### config.mk
export PLATFORM = sky130hd
export DESIGN_NAME = dram_arbiter
export DESIGN_NICKNAME = d
export VERILOG_FILES = /design/src/rtl/dram_arbiter_pkg.sv /design/src/rtl/dram_write_buffer.sv /design/src/rtl/dram_arbiter.sv
export SDC_FILE = /design/constraint.sdc
export NUM_CORES = 1
export LEC_CHECK = 0
export CAP_MARGIN = 20
export CORE_MARGIN = 4
export CORE_UTILIZATION = 40
export DETAILED_ROUTE_END_ITERATION = 8
export PLACE_DENSITY = 0.7
export SLEW_MARGIN = 20
export SYNTH_ARGS = -nofsm -noshare
export SYNTH_HDL_FRONTEND = slang
export SYNTH_SLANG_ARGS = --single-unit
export TNS_END_PERCENT = 100
### constraint.sdc
create_clock -name clk -period 2.9 [get_ports clk]
set_input_delay 0.725 -clock clk [delete_from_list [all_inputs] [get_ports clk]]
set_output_delay 0.725 -clock clk [all_outputs]
set_load 0.1 [all_outputs]
### src/rtl/dram_arbiter_pkg.sv
`default_nettype none
// +----------------------------------------------------------------------+
// | dram_arbiter_pkg                                                      |
// | Shared host-port FSM encodings for the DRAM arbiter.                  |
// | Revision: 1.0                                                         |
// +----------------------------------------------------------------------+
package dram_arbiter_pkg;

  typedef enum logic [1:0] {
    HOST_IDLE  = 2'd0,
    HOST_WAIT  = 2'd1,
    HOST_FORCE = 2'd2,
    HOST_RESP  = 2'd3
  } host_state_t;

endpackage
`default_nettype wire

### src/rtl/dram_write_buffer.sv
`default_nettype none
// +----------------------------------------------------------------------+
// | dram_write_buffer                                                     |
// | One-entry write buffer: capture, coalesce, retire, read forwarding.   |
// | Revision: 1.0                                                         |
// +----------------------------------------------------------------------+
module dram_write_buffer #(
  parameter int A_WIDTH = 12,
  parameter int D_WIDTH = 8
) (
  input  logic               clk,
  input  logic               reset,
  input  logic               rd_ce,
  input  logic [A_WIDTH-1:0] rd_a,
  input  logic               new_v,
  input  logic [A_WIDTH-1:0] new_a,
  input  logic [D_WIDTH-1:0] new_d,
  output logic               buf_v,
  output logic [A_WIDTH-1:0] buf_a,
  output logic [D_WIDTH-1:0] buf_d,
  output logic               retire,
  output logic               direct,
  output logic               stall,
  output logic               fwd_hit,
  output logic [D_WIDTH-1:0] fwd_d
);

  logic               r_buf_v;
  logic [A_WIDTH-1:0] r_buf_a;
  logic [D_WIDTH-1:0] r_buf_d;

  logic               w_wr_match;
  logic               w_capture;
  logic               w_coalesce;
  logic               w_nx_v;
  logic [A_WIDTH-1:0] w_nx_a;
  logic [D_WIDTH-1:0] w_nx_d;

  assign w_wr_match = (new_a == r_buf_a);

  // A read owns the port, so the buffer only retires on read-free cycles.
  assign retire     = r_buf_v & ~rd_ce;
  assign direct     = new_v & ~r_buf_v & ~rd_ce;
  assign stall      = new_v & r_buf_v & rd_ce & ~w_wr_match;
  assign w_capture  = new_v & (r_buf_v ? ~rd_ce : rd_ce);
  assign w_coalesce = new_v & r_buf_v & rd_ce & w_wr_match;

  always_comb begin
    w_nx_v = r_buf_v;
    w_nx_a = r_buf_a;
    w_nx_d = r_buf_d;
    if (w_capture) begin
      w_nx_v = 1'b1;
      w_nx_a = new_a;
      w_nx_d = new_d;
    end else if (w_coalesce) begin
      w_nx_d = new_d;
    end else if (retire) begin
      w_nx_v = 1'b0;
    end
  end

  // Forward from the post-update contents so a same-cycle write wins.
  assign fwd_hit = w_nx_v & (w_nx_a == rd_a);
  assign fwd_d   = w_nx_d;

  always_ff @(posedge clk) begin
    if (reset) begin
      r_buf_v <= 1'b0;
      r_buf_a <= '0;
      r_buf_d <= '0;
    end else begin
      r_buf_v <= w_nx_v;
      r_buf_a <= w_nx_a;
      r_buf_d <= w_nx_d;
    end
  end

  assign buf_v = r_buf_v;
  assign buf_a = r_buf_a;
  assign buf_d = r_buf_d;

endmodule
`default_nettype wire

### src/rtl/dram_arbiter.sv
`default_nettype none
// +----------------------------------------------------------------------+
// | dram_arbiter                                                          |
// | Single-port DRAM arbiter: fetch read, buffered writeback, host port.  |
// | Revision: 1.0                                                         |
// +----------------------------------------------------------------------+
module dram_arbiter
  import dram_arbiter_pkg::*;
#(
  parameter int A_WIDTH      = 12,
  parameter int D_WIDTH      = 8,
  parameter int STARVE_LIMIT = 8
) (
  input  logic               clk,
  input  logic               reset,
  input  logic               rd_ce,
  input  logic [A_WIDTH-1:0] rd_a,
  output logic [D_WIDTH-1:0] rd_d,
  input  logic               wr_ce,
  input  logic [A_WIDTH-1:0] wr_a,
  input  logic [D_WIDTH-1:0] wr_d,
  output logic               wr_stall,
  output logic               pipe_hold,
  input  logic               host_req,
  input  logic               host_we,
  input  logic [A_WIDTH-1:0] host_a,
  input  logic [D_WIDTH-1:0] host_wd,
  output logic               host_ack,
  output logic [D_WIDTH-1:0] host_rd,
  output logic               ram_ce,
  output logic               ram_we,
  output logic [A_WIDTH-1:0] ram_a,
  output logic [D_WIDTH-1:0] ram_d,
  input  logic [D_WIDTH-1:0] ram_q
);

  localparam int            CW      = $clog2(STARVE_LIMIT + 1);
  localparam logic [CW-1:0] C_LIMIT = CW'(STARVE_LIMIT);
  localparam logic [CW-1:0] C_ONE   = CW'(1);

  host_state_t        r_state;
  logic [CW-1:0]      r_cnt;
  logic               r_host_we;
  logic               r_pipe_hold;
  logic               r_coll;
  logic [A_WIDTH-1:0] r_pend_a;
  logic [D_WIDTH-1:0] r_pend_d;
  logic               r_rd_v;
  logic               r_fwd_v;
  logic [D_WIDTH-1:0] r_fwd_d;

  logic               w_new_v;
  logic [A_WIDTH-1:0] w_new_a;
  logic [D_WIDTH-1:0] w_new_d;
  logic               w_buf_v;
  logic [A_WIDTH-1:0] w_buf_a;
  logic [D_WIDTH-1:0] w_buf_d;
  logic               w_retire;
  logic               w_direct;
  logic               w_stall;
  logic               w_fwd_hit;
  logic [D_WIDTH-1:0] w_fwd_d;
  logic               w_host_grant;
  logic [CW-1:0]      w_cnt_inc;

  // A collided write is replayed from the pending latch during the hold cycle.
  assign w_new_v = r_coll | wr_ce;
  assign w_new_a = r_coll ? r_pend_a : wr_a;
  assign w_new_d = r_coll ? r_pend_d : wr_d;

  dram_write_buffer #(
    .A_WIDTH (A_WIDTH),
    .D_WIDTH (D_WIDTH)
  ) u_wbuf (
    .clk     (clk),
    .reset   (reset),
    .rd_ce   (rd_ce),
    .rd_a    (rd_a),
    .new_v   (w_new_v),
    .new_a   (w_new_a),
    .new_d   (w_new_d),
    .buf_v   (w_buf_v),
    .buf_a   (w_buf_a),
    .buf_d   (w_buf_d),
    .retire  (w_retire),
    .direct  (w_direct),
    .stall   (w_stall),
    .fwd_hit (w_fwd_hit),
    .fwd_d   (w_fwd_d)
  );

  assign w_host_grant = ((r_state == HOST_WAIT) || (r_state == HOST_FORCE)) &
                        ~rd_ce & ~w_buf_v & ~w_new_v;
  assign w_cnt_inc    = r_cnt + C_ONE;

  always_comb begin
    ram_ce = 1'b0;
    ram_we = 1'b0;
    ram_a  = '0;
    ram_d  = '0;
    if (rd_ce) begin
      ram_ce = 1'b1;
      ram_a  = rd_a;
    end else if (w_retire) begin
      ram_ce = 1'b1;
      ram_we = 1'b1;
      ram_a  = w_buf_a;
      ram_d  = w_buf_d;
    end else if (w_direct) begin
      ram_ce = 1'b1;
      ram_we = 1'b1;
      ram_a  = w_new_a;
      ram_d  = w_new_d;
    end else if (w_host_grant) begin
      ram_ce = 1'b1;
      ram_we = host_we;
      ram_a  = host_a;
      ram_d  = host_we ? host_wd : '0;
    end
  end

  always_ff @(posedge clk) begin
    if (reset) begin
      r_coll   <= 1'b0;
      r_pend_a <= '0;
      r_pend_d <= '0;
      r_rd_v   <= 1'b0;
      r_fwd_v  <= 1'b0;
      r_fwd_d  <= '0;
    end else begin
      r_coll  <= w_stall;
      if (w_stall) begin
        r_pend_a <= wr_a;
        r_pend_d <= wr_d;
      end
      r_rd_v  <= rd_ce;
      r_fwd_v <= rd_ce & w_fwd_hit;
      r_fwd_d <= w_fwd_d;
    end
  end

  // Host FSM; pipe_hold covers both collision replays and forced host slots.
  always_ff @(posedge clk) begin
    if (reset) begin
      r_state     <= HOST_IDLE;
      r_cnt       <= '0;
      r_host_we   <= 1'b0;
      r_pipe_hold <= 1'b0;
    end else begin
      r_pipe_hold <= w_stall;
      case (r_state)
        HOST_IDLE: begin
          r_cnt <= '0;
          if (host_req) r_state <= HOST_WAIT;
        end
        HOST_WAIT: begin
          if (w_host_grant) begin
            r_state   <= HOST_RESP;
            r_host_we <= host_we;
          end else begin
            r_cnt <= w_cnt_inc;
            if (w_cnt_inc == C_LIMIT) begin
              r_state     <= HOST_FORCE;
              r_pipe_hold <= 1'b1;
            end
          end
        end
        HOST_FORCE: begin
          if (w_host_grant) begin
            r_state   <= HOST_RESP;
            r_host_we <= host_we;
          end else begin
            r_pipe_hold <= 1'b1;
          end
        end
        HOST_RESP: begin
          r_cnt   <= '0;
          r_state <= HOST_IDLE;
        end
        default: r_state <= HOST_IDLE;
      endcase
    end
  end

  assign rd_d      = r_fwd_v ? r_fwd_d : (r_rd_v ? ram_q : '0);
  assign wr_stall  = w_stall;
  assign pipe_hold = r_pipe_hold;
  assign host_ack  = (r_state == HOST_RESP);
  assign host_rd   = ((r_state == HOST_RESP) && !r_host_we) ? ram_q : '0;

endmodule
`default_nettype wire

==> flow_metrics.py, run 1 <==
metrics = {
    "floorplan": {
        "die_h_um": 103,
        "top_level_ports": 107,
        "initial_core_util_pct": 41.2,
        "die_w_um": 103,
        "die-area_um2": 10600,
        "design.core.area_um2": 8760,
        "row_count": 34,
    },
    "critical_path": {
        "critPathCaptureType": "primary output",
        "critPathKind": "input port to primary output",
        "crit_path_max_fanout": 2,
        "cp-startpoint": "wr_a[0]",
        "crit_path_start_kind": "input port",
        "required_ns": 2.17,
        "rrSetupSlack_ns": 0.51,
        "ff2ff_path_depth": 9,
        "cp.arrival_ns": 2.18,
        "timing.rr.start": "r_coll$_SDFF_PP0_",
        "cp-endpoint": "wr_stall",
        "r2r-end": "r_fwd_v$_SDFF_PP0_",
    },
    "finish": {
        "drive_gt1_share_pct": 32.6,
        "layout_commonest_cell": "buf_4",
        "final_nets": 672,
        "antenna_cells": 0,
        "area_growth_pct": 69.0,
        "nFillCells": 704,
        "final_cell_mix": "buf_4 (65), clkdlybuf4s50_1 (50), dfxtp_1 (50)",
        "utilization_pct": 69.6,
    },
    "detailed_routing": {
        "routedWlPerCell_um": 17.3,
        "wirelength_um": 12200,
        "num_vias": 3814,
        "antenna_left": 0,
        "detail_route.vias_per_cell": 5.40,
        "drt_pass1_iterations": 4,
        "drc": 0,
        "drtIter0Drc": 172,
    },
    "sta": {
        "min_period_ns": 2.91,
        "final.period_utilization_pct": 100,
        "fin_setup_tns_ns": -0.00583,
        "finClkSkew_ns": 0.0127,
        "fmax_mhz": 344,
        "rsz0062_at_grt": "yes",
        "slew_viol_final": 0,
        "slew_headroom_pct": 43.7,
        "timing.final.ws_setup_ns": -0.00583,
        "setup_viol_count_final": 1,
        "worstMarginPinSlew_ns": 0.845,
        "fin_hold_ws_ns": 0.477,
        "hold_viol_final": 0,
    },
    "global_route": {
        "grt_max_degree": 58,
        "track_usage_pct": 22.8,
        "grt_pass1_wl_um": 19100,
        "antenna_found_initial": 0,
        "globalRoute.totalOverflow": 0,
        "grt_pass1_vias": 3926,
    },
    "synthesis": {
        "ys.flop_type": "dfxtp_1",
        "syn_area_per_cell_um2": 8.07,
        "synth-edff-count": 0,
        "syn-num-nets": 522,
        "ys_async_sr_fraction_pct": 0,
        "synthCells": 447,
        "yosysWarnings": 0,
        "synth_top_cell_area_share_pct": 28.8,
        "synth_cell_types": 39,
        "synth_seq_cells": 52,
        "ys_top_cells_by_area": "dfxtp_1 (29%), mux2i_1 (11%), nand2b_1 (7.1%), nor2_1 (6.2%), a2bb2oi_1 (4.9%)",
        "synth_largest_area_cell": "dfxtp_1",
        "syn_area_um2": 3610,
        "synth_seq_area_share_pct": 28.8,
    },
    "clock_network": {
        "cts_htree_levels": 2,
        "clk_latency_ns": 0.31,
        "root_buffer": "clkbuf_8",
        "hold_buffers": 0,
        "clock_path_buffers": 2,
        "cts.sinks": 52,
        "tritoncts": "done",
        "path_clk_slew_ns": 0.09,
        "cts-buffers-inserted": 5,
    },
    "power": {
        "ir_worst_vdd_v": 0.000280,
        "power_density_nw_per_um2": 438,
        "p_leak_uw": 0.00236,
    },
    "placement": {
        "port_buffers": 106,
        "dp_hpwl_um": 9070,
        "dp_worst_setup_slack_ns": -0.421,
        "gp_congestion": 0.913,
    },
    "job": {
        "maxCapViolCount": 0,
    },
    "worst_hold_path": {
        "hold_path_class": "flop to flop",
    },
    "outcome": {
        "outcome": "complete, but fails checks",
        "violations": "setup timing",
    },
}
## flip-flops by register name (all words and copies together) (netlist names), 2 cells and up
name,cells
r_state,2
r_cnt,4
u_wbuf.buf_d,8
r_pend_d,8
u_wbuf.buf_a,12
r_pend_a,12
## per-stage QoR
step / power [uW] / std cells / area, um^2
after global routing: 2780 / 706 / 6100
after floorplan: 1610 / 447 / 3860
final: 2670 / 706 / 6100
after detailed placement: 2080 / 681 / 5660
after CTS: 2630 / 702 / 5980
after global placement: 2040 / 681 / 5660
## cells in the mapped netlist (all sizes together), types with 8 or more instances
| cell type | number |
|---|---|
| nor2 | 60 |
| dfxtp | 52 |
| mux2i | 42 |
| nand2b | 41 |
| nand2 | 35 |
| a21oi | 25 |
| o21ai | 25 |
| clkbuf | 24 |
| a22oi | 20 |
| a2bb2oi | 20 |
| xnor2 | 14 |
| xor2 | 13 |
| and2 | 10 |
| buf | 9 |
| ha | 9 |
| mux2 | 9 |
| nor2b | 8 |
## cell type report
| class | instances | area, um^2 | share of cell area, % |
|---|---|---|---|
| Sequential cell | 52 | 1050 | 17.1 |
| Multi-Input combinational cell | 359 | 2790 | 45.7 |
| Timing Repair Buffer | 174 | 2000 | 32.8 |
| Inverter | 5 | 18.8 | 0.308 |
| Clock buffer | 6 | 72.6 | 1.19 |
| Tap cell | 108 | 135 | 2.22 |
| Clock inverter | 2 | 35.0 | 0.574 |
## worst max-delay path, stage by stage
cell and delay [ns]:
dlygate4sd2_1 0.24, mux2i_1 0.22, xnor2_1 0.14, nor4_2 0.29, buf_4 0.15, nand3_1 0.07, and2_4 0.18, buf_12 0.16
## power by group
group,internal [uW],leakage [uW],switching (uW)
logic,567,0.00188,784
registers,757,0.000424,47.0
clock network,257,0.0000552,258
## metal layers
layer,share of wire [%],wire [um],GRT usage [%]
met3,7.7,947,5.21
met5,0,0,0
met2,50,6120,39.8
met1,39,4790,27.2
met4,3.0,373,8.67
## cell families (layout without fill, tap and decap cells)
kind of cell / count (synthesis) / in the layout / share of synthesized area (%)
multiplexers: 51 / 51 / 14.8
AO/OA/AOI/OAI: 96 / 96 / 17.4
flip-flops: 52 / 52 / 28.8
XOR/XNOR: 27 / 27 / 6.55
buffers and inverters: 38 / 187 / 5.20
AND/OR/NAND/NOR: 174 / 176 / 24.1
adder cells (fa/ha/maj): 9 / 9 / 3.12
## worst min-delay path by stage
stage	from	endpoint	slack, ns	cells past startpoint
after floorplan	r_pend_a[5]$_SDFFE_PP0P_	r_pend_a[5]$_SDFFE_PP0P_	0.45	2
after global placement	r_pend_a[5]$_SDFFE_PP0P_	r_pend_a[5]$_SDFFE_PP0P_	0.46	2
after detailed placement	r_pend_d[0]$_SDFFE_PP0P_	r_pend_d[0]$_SDFFE_PP0P_	0.47	2
after CTS	r_pend_d[0]$_SDFFE_PP0P_	r_pend_d[0]$_SDFFE_PP0P_	0.48	2
after global routing	r_pend_d[5]$_SDFFE_PP0P_	r_pend_d[5]$_SDFFE_PP0P_	0.51	2
final	r_pend_d[0]$_SDFFE_PP0P_	r_pend_d[0]$_SDFFE_PP0P_	0.48	2
## timing repair
action / CTS / global route
setup buffers: 10 / 4
gates cloned: 3 / 1
gates resized for setup: 45 / 31
endpoints found under the setup margin: 23 / 21
pin swaps: 14 / 15
(Power assumes the default switching activity.)
==> run 2, diff against run 1 <==
--- a/config.mk
+++ b/config.mk
@@ -6,11 +6,10 @@
 export NUM_CORES = 1
 export LEC_CHECK = 0
 export CAP_MARGIN = 20
-export CORE_MARGIN = 4
 export CORE_UTILIZATION = 40
 export DETAILED_ROUTE_END_ITERATION = 8
 export PLACE_DENSITY = 0.7
-export SLEW_MARGIN = 20
+export SLEW_MARGIN = 10
 export SYNTH_ARGS = -nofsm -noshare
 export SYNTH_HDL_FRONTEND = slang
 export SYNTH_SLANG_ARGS = --single-unit
==> run 2 against run 1 <==
Net effect:
- the run still ends with setup timing left
- die area decreased by 11%
- via count decreased by 1.3%
- worst setup slack got worse by 0.060 ns
- register-to-register slack improved by 0.11 ns
- final cell count decreased by 1.7%
- critical endpoint is now ram_a[5]
==> flow_metrics.py, run 2 (synthesis results as in run 1) <==
metrics = {
    "outcome": {
        "outcome": "complete, but fails checks",
        "violations": "setup timing",
    },
    "sta": {
        "finClkSkew_ns": 0.0111,
        "final.period_utilization_pct": 102,
        "setup_viol_count_final": 7,
        "timing.final.ws_setup_ns": -0.0658,
        "rsz0062_at_grt": "yes",
        "fin_setup_tns_ns": -0.292,
        "slew_headroom_pct": 57.5,
        "slew_viol_final": 0,
        "min_period_ns": 2.97,
        "hold_viol_final": 0,
        "fmax_mhz": 337,
        "worstMarginPinSlew_ns": 0.638,
    },
    "critical_path": {
        "cp-startpoint": "wr_ce",
        "crit_path_start_kind": "input port",
        "ff2ff_path_depth": 10,
        "required_ns": 2.17,
        "rrSetupSlack_ns": 0.62,
        "critPathKind": "input port to primary output",
        "cp.arrival_ns": 2.24,
        "crit_path_max_fanout": 7,
        "timing.rr.start": "r_coll$_SDFF_PP0_",
        "r2r-end": "u_wbuf.buf_d[4]$_SDFFE_PP0P_",
        "critPathCaptureType": "primary output",
    },
    "clock_network": {
        "root_buffer": "clkbuf_8",
        "clk_latency_ns": 0.31,
        "clock_path_buffers": 2,
        "cts.sinks": 52,
        "cts_htree_levels": 2,
        "cts-buffers-inserted": 5,
        "tritoncts": "done",
        "path_clk_slew_ns": 0.10,
    },
    "worst_hold_path": {
        "hold_path_class": "flop to flop",
        "whs_path_depth": 2,
        "hold_end": "r_pend_d[4]$_SDFFE_PP0P_",
        "worstHoldStart": "r_pend_d[4]$_SDFFE_PP0P_",
    },
    "finish": {
        "fin_area_um2": 6090,
        "utilization_pct": 69.8,
        "antenna_cells": 0,
        "area_growth_pct": 68.7,
        "drive_gt1_share_pct": 33.8,
        "final_nets": 660,
        "nFillCells": 667,
        "layout_commonest_cell": "buf_4",
        "final_cell_mix": "buf_4 (51), clkdlybuf4s50_1 (50), dfxtp_1 (49)",
    },
    "floorplan": {
        "die_h_um": 97.0,
        "design.core.area_um2": 8720,
        "die-area_um2": 9410,
        "die_w_um": 97.0,
        "row_count": 34,
        "initial_core_util_pct": 41.4,
        "top_level_ports": 107,
    },
    "detailed_routing": {
        "met3_length_um": 539,
        "wl_met2_um": 6050,
        "num_vias": 3766,
        "top_layer_used": "met4",
        "drtIter0Drc": 139,
        "antenna_left": 0,
        "detail_route.vias_per_cell": 5.43,
        "m1WireLength_um": 4850,
        "wirelength_um": 11700,
        "drt_pass1_iterations": 4,
        "drc": 0,
        "routedWlPerCell_um": 16.9,
    },
    "global_route": {
        "track_usage_pct": 24.7,
        "grt_max_degree": 42,
        "grt_pass1_wl_um": 18700,
        "antenna_found_initial": 0,
        "grt_pass1_vias": 3758,
        "globalRoute.totalOverflow": 0,
    },
    "power": {
        "ir_worst_vdd_v": 0.000305,
        "p_leak_uw": 0.00231,
        "power_density_nw_per_um2": 440,
        "total_power_uw": 2680,
    },
    "placement": {
        "dpl_cell_area_um2": 5650,
        "port_buffers": 106,
        "gp_congestion": 0.893,
        "dp_hpwl_um": 8570,
    },
    "job": {
        "maxCapViolCount": 0,
    },
}
==> run 2: cell types whose count changed in the layout (fill, tap and decap cells not counted), sizes merged <==
cell	change
and3	-1
clkdlybuf4s15	-4
bufbuf	-1
dlygate4sd2	+5
clkinvlp	+1
buf	-11
clkbuf	-1
==> run 2: repair_timing <==
item | 4_1_cts | 5_1_grt
gates cloned | 1 | 1
buffers inserted | 3 | 4
endpoints found under the hold margin | 0 | 0
endpoints found under the setup margin | 23 | 21
gates resized for setup | 51 | 34
hold buffers | 0 | 0
pin swaps | 20 | 25
==> run 2: worst max-delay path by stage <==
| stage | to | slack, ns | depth (start not counted) |
|---|---|---|---|
| after global routing | ram_a[5] | -0.16 | 10 |
| after floorplan | ram_a[8] | -0.21 | 6 |
| final | ram_a[5] | -0.07 | 10 |
| after global placement | ram_d[0] | -0.34 | 10 |
| after detailed placement | ram_a[2] | -0.39 | 9 |
| after CTS | ram_a[2] | -0.07 | 10 |
==> run 2: metrics by stage <==
step,worst slack (ns),hold WS (ns),cells
3_3_place_gp,-0.338,0.455,678
6_report,-0.0658,0.485,694
3_5_place_dp,-0.389,0.475,678
2_1_floorplan,-0.211,0.445,447
5_1_grt,-0.162,0.504,694
4_1_cts,-0.0658,0.489,689
==> run 2: final cells by class <==
cell class              count  area (um^2)  area share, %
multi-input cells         358         2830           46.4
repair buffers            163         1950           32.0
flip-flops and latches     52         1050           17.2
well taps                 108          135           2.22
clock buffers               5         68.8           1.13
clock inverters             3         42.5          0.699
inverters                   5         18.8          0.308
==> run 2: routing by layer <==
metal	track usage, %	vias to the layer above
met5	0	-
met1	29.5	1789
met3	3.76	21
met2	44.7	138
li1	-	1818
met4	8.15	0
==> run 2: report_power, final <==
group	switching [uW]	internal, uW
sequential	50.6	759
combinational	783	573
clock	256	256
==> run 2: critical path, cell delays in order <==
cell and delay (ns):
buf_8 0.10, buf_6 0.10, nor4_4 0.26, buf_4 0.17
and2_4 0.23, a22oi_2 0.09, nor2_2 0.15, a21oi_2 0.06
o21ai_4 0.15, buf_12 0.19
==> run 3, diff against run 2 <==
--- a/config.mk
+++ b/config.mk
@@ -6,9 +6,11 @@
 export NUM_CORES = 1
 export LEC_CHECK = 0
 export CAP_MARGIN = 20
-export CORE_UTILIZATION = 40
+export CELL_PAD_IN_SITES_DETAIL_PLACEMENT = 0
+export CELL_PAD_IN_SITES_GLOBAL_PLACEMENT = 2
+export CORE_UTILIZATION = 27
 export DETAILED_ROUTE_END_ITERATION = 8
-export PLACE_DENSITY = 0.7
+export PLACE_DENSITY_LB_ADDON = 0.1
 export SLEW_MARGIN = 10
 export SYNTH_ARGS = -nofsm -noshare
 export SYNTH_HDL_FRONTEND = slang
==> run 3 against run 2 <==
Net effect:
- the run still ends with setup timing left
- non-clock buffer count increased by 17
- largest cell class unchanged
- worst hold slack got worse by 0.010 ns
- critical path type unchanged
- combinational power barely moved
- highest routed layer unchanged
==> flow_metrics.py, run 3 (synthesis results as in run 1) <==
metrics = {
    "outcome": {
        "outcome": "complete, but fails checks",
        "violations": "setup timing",
    },
    "worst_hold_path": {
        "hold_end": "r_pend_d[4]$_SDFFE_PP0P_",
        "whs_path_depth": 2,
        "worstHoldStart": "r_pend_d[4]$_SDFFE_PP0P_",
        "hold_path_class": "flop to flop",
    },
    "sta": {
        "setup_viol_count_final": 1,
        "final.period_utilization_pct": 101,
        "timing.final.ws_setup_ns": -0.0187,
        "hold_viol_final": 0,
        "fin_hold_ws_ns": 0.475,
        "worstMarginPinSlew_ns": 0.541,
        "fmax_mhz": 343,
        "rsz0062_at_grt": "yes",
        "finClkSkew_ns": 0.00825,
        "min_period_ns": 2.92,
        "slew_headroom_pct": 63.9,
        "slew_viol_final": 0,
    },
    "detailed_routing": {
        "top_layer_used": "met4",
        "antenna_left": 0,
        "met3_length_um": 617,
        "m1WireLength_um": 6530,
        "wirelength_um": 12500,
        "drt_pass1_iterations": 4,
        "wl_met2_um": 5260,
        "detail_route.vias_per_cell": 4.63,
        "drc": 0,
        "drtIter0Drc": 152,
        "routedWlPerCell_um": 16.1,
        "num_vias": 3595,
    },
    "finish": {
        "final_nets": 678,
        "layout_commonest_cell": "buf_4",
        "nFillCells": 1213,
        "final_cell_mix": "buf_4 (69), dfxtp_1 (51), clkdlybuf4s50_1 (49)",
        "seq_area_um2": 1040,
        "multiInputGateArea_um2": 2890,
        "drive_gt1_share_pct": 36.1,
        "antenna_cells": 0,
        "area_growth_pct": 78.3,
        "fin_area_um2": 6430,
        "final_cells": 776,
    },
    "clock_network": {
        "cts.sinks": 52,
        "clock_path_buffers": 2,
        "cts_htree_levels": 2,
        "tritoncts": "done",
        "path_clk_slew_ns": 0.07,
        "cts-buffers-inserted": 5,
        "clk_latency_ns": 0.30,
        "root_buffer": "clkbuf_16",
    },
    "floorplan": {
        "row_count": 41,
        "die_w_um": 118,
        "top_level_ports": 107,
        "initial_core_util_pct": 28.1,
        "design.core.area_um2": 12800,
        "die_h_um": 118,
        "die-area_um2": 13800,
    },
    "critical_path": {
        "crit_slowest_cell": "nor4_2",
        "crit_path_max_fanout": 2,
        "crit_chain": "buf_6 > mux2_4 > xor2_2 > nor4_2 > buf_4 > nand3_2 > and2_4 > buf_12",
        "critPathCaptureType": "primary output",
        "r2r-end": "u_wbuf.buf_d[2]$_SDFFE_PP0P_",
        "critPathKind": "input port to primary output",
        "timing.rr.start": "r_coll$_SDFF_PP0_",
        "cp.arrival_ns": 2.19,
        "rrSetupSlack_ns": 0.12,
        "crit_path_start_kind": "input port",
        "required_ns": 2.17,
        "ff2ff_path_depth": 15,
        "max_stage_delay_ns": 0.33,
    },
    "power": {
        "p_leak_uw": 0.00245,
        "ir_worst_vdd_v": 0.000342,
        "power_density_nw_per_um2": 450,
    },
    "global_route": {
        "grt_pass1_vias": 3444,
        "grt_pass1_wl_um": 19300,
        "globalRoute.totalOverflow": 0,
        "grt_max_degree": 34,
        "track_usage_pct": 17.6,
        "antenna_found_initial": 0,
    },
    "placement": {
        "dp_worst_setup_slack_ns": -0.454,
        "placedCellCount": 746,
        "dpl_cell_area_um2": 5780,
        "dp_hpwl_um": 9100,
        "gp_congestion": 0.805,
        "port_buffers": 106,
    },
    "job": {
        "maxCapViolCount": 0,
    },
}
-- run 3: report_power, final --
part	leakage, uW	internal, uW	switching [uW]	total, uW
clock	0.0000798	407	296	702
combinational	0.00195	591	794	1380
sequential	0.000424	756	52.7	808
-- run 3: how the worst max path moves through the flow --
| stage | depth (start not counted) | endpoint | start |
|---|---|---|---|
| after global routing | 8 | wr_stall | wr_a[5] |
| after global placement | 8 | wr_stall | wr_a[5] |
| after detailed placement | 8 | wr_stall | wr_a[5] |
| after floorplan | 6 | ram_a[8] | rd_ce |
| final | 8 | wr_stall | wr_a[5] |
| after CTS | 9 | ram_d[0] | r_coll$_SDFF_PP0_ |
-- run 3: worst max-delay path, delay by kind of cell --
family	cells	cell delay, ns
XOR/XNOR	1	0.16
AND/OR/NAND/NOR	3	0.58
multiplexers	1	0.30
buffers and inverters	3	0.43
-- run 3: per-layer routing --
metal / vias to the layer above / GRT usage (%)
li1: 1862 / -
met1: 1643 / 26.9
met2: 83 / 25.2
met3: 7 / 3.05
met4: 0 / 3.61
met5: - / 0
-- run 3: final cells by class --
type                            instances  area share (%)
Inverter                                5           0.292
Sequential cell                        52            16.2
Clock buffer                            5            1.94
Tap cell                              172            3.34
Multi-Input combinational cell        359            45.0
Clock inverter                          3           0.661
Timing Repair Buffer                  180            32.5
-- run 3: stage by stage --
stage / TNS [ns] / util [%] / total power (uW)
6_report: -0.0187 / 50.2 / 2900
3_5_place_dp: -9.67 / 45.0 / 2090
4_1_cts: -0.160 / 47.8 / 2820
5_1_grt: -0.168 / 50.2 / 3040
3_3_place_gp: -9.19 / 45.0 / 2080
2_1_floorplan: -0.241 / - / 1610
-- run 3: what timing repair did --
item | 4_1_cts | 5_1_grt
setup endpoints to repair | 23 | 28
hold buffers | 0 | 0
pin swaps | 10 | 32
cloned | 1 | 3
setup buffers | 9 | 11
gates resized for setup | 43 | 55
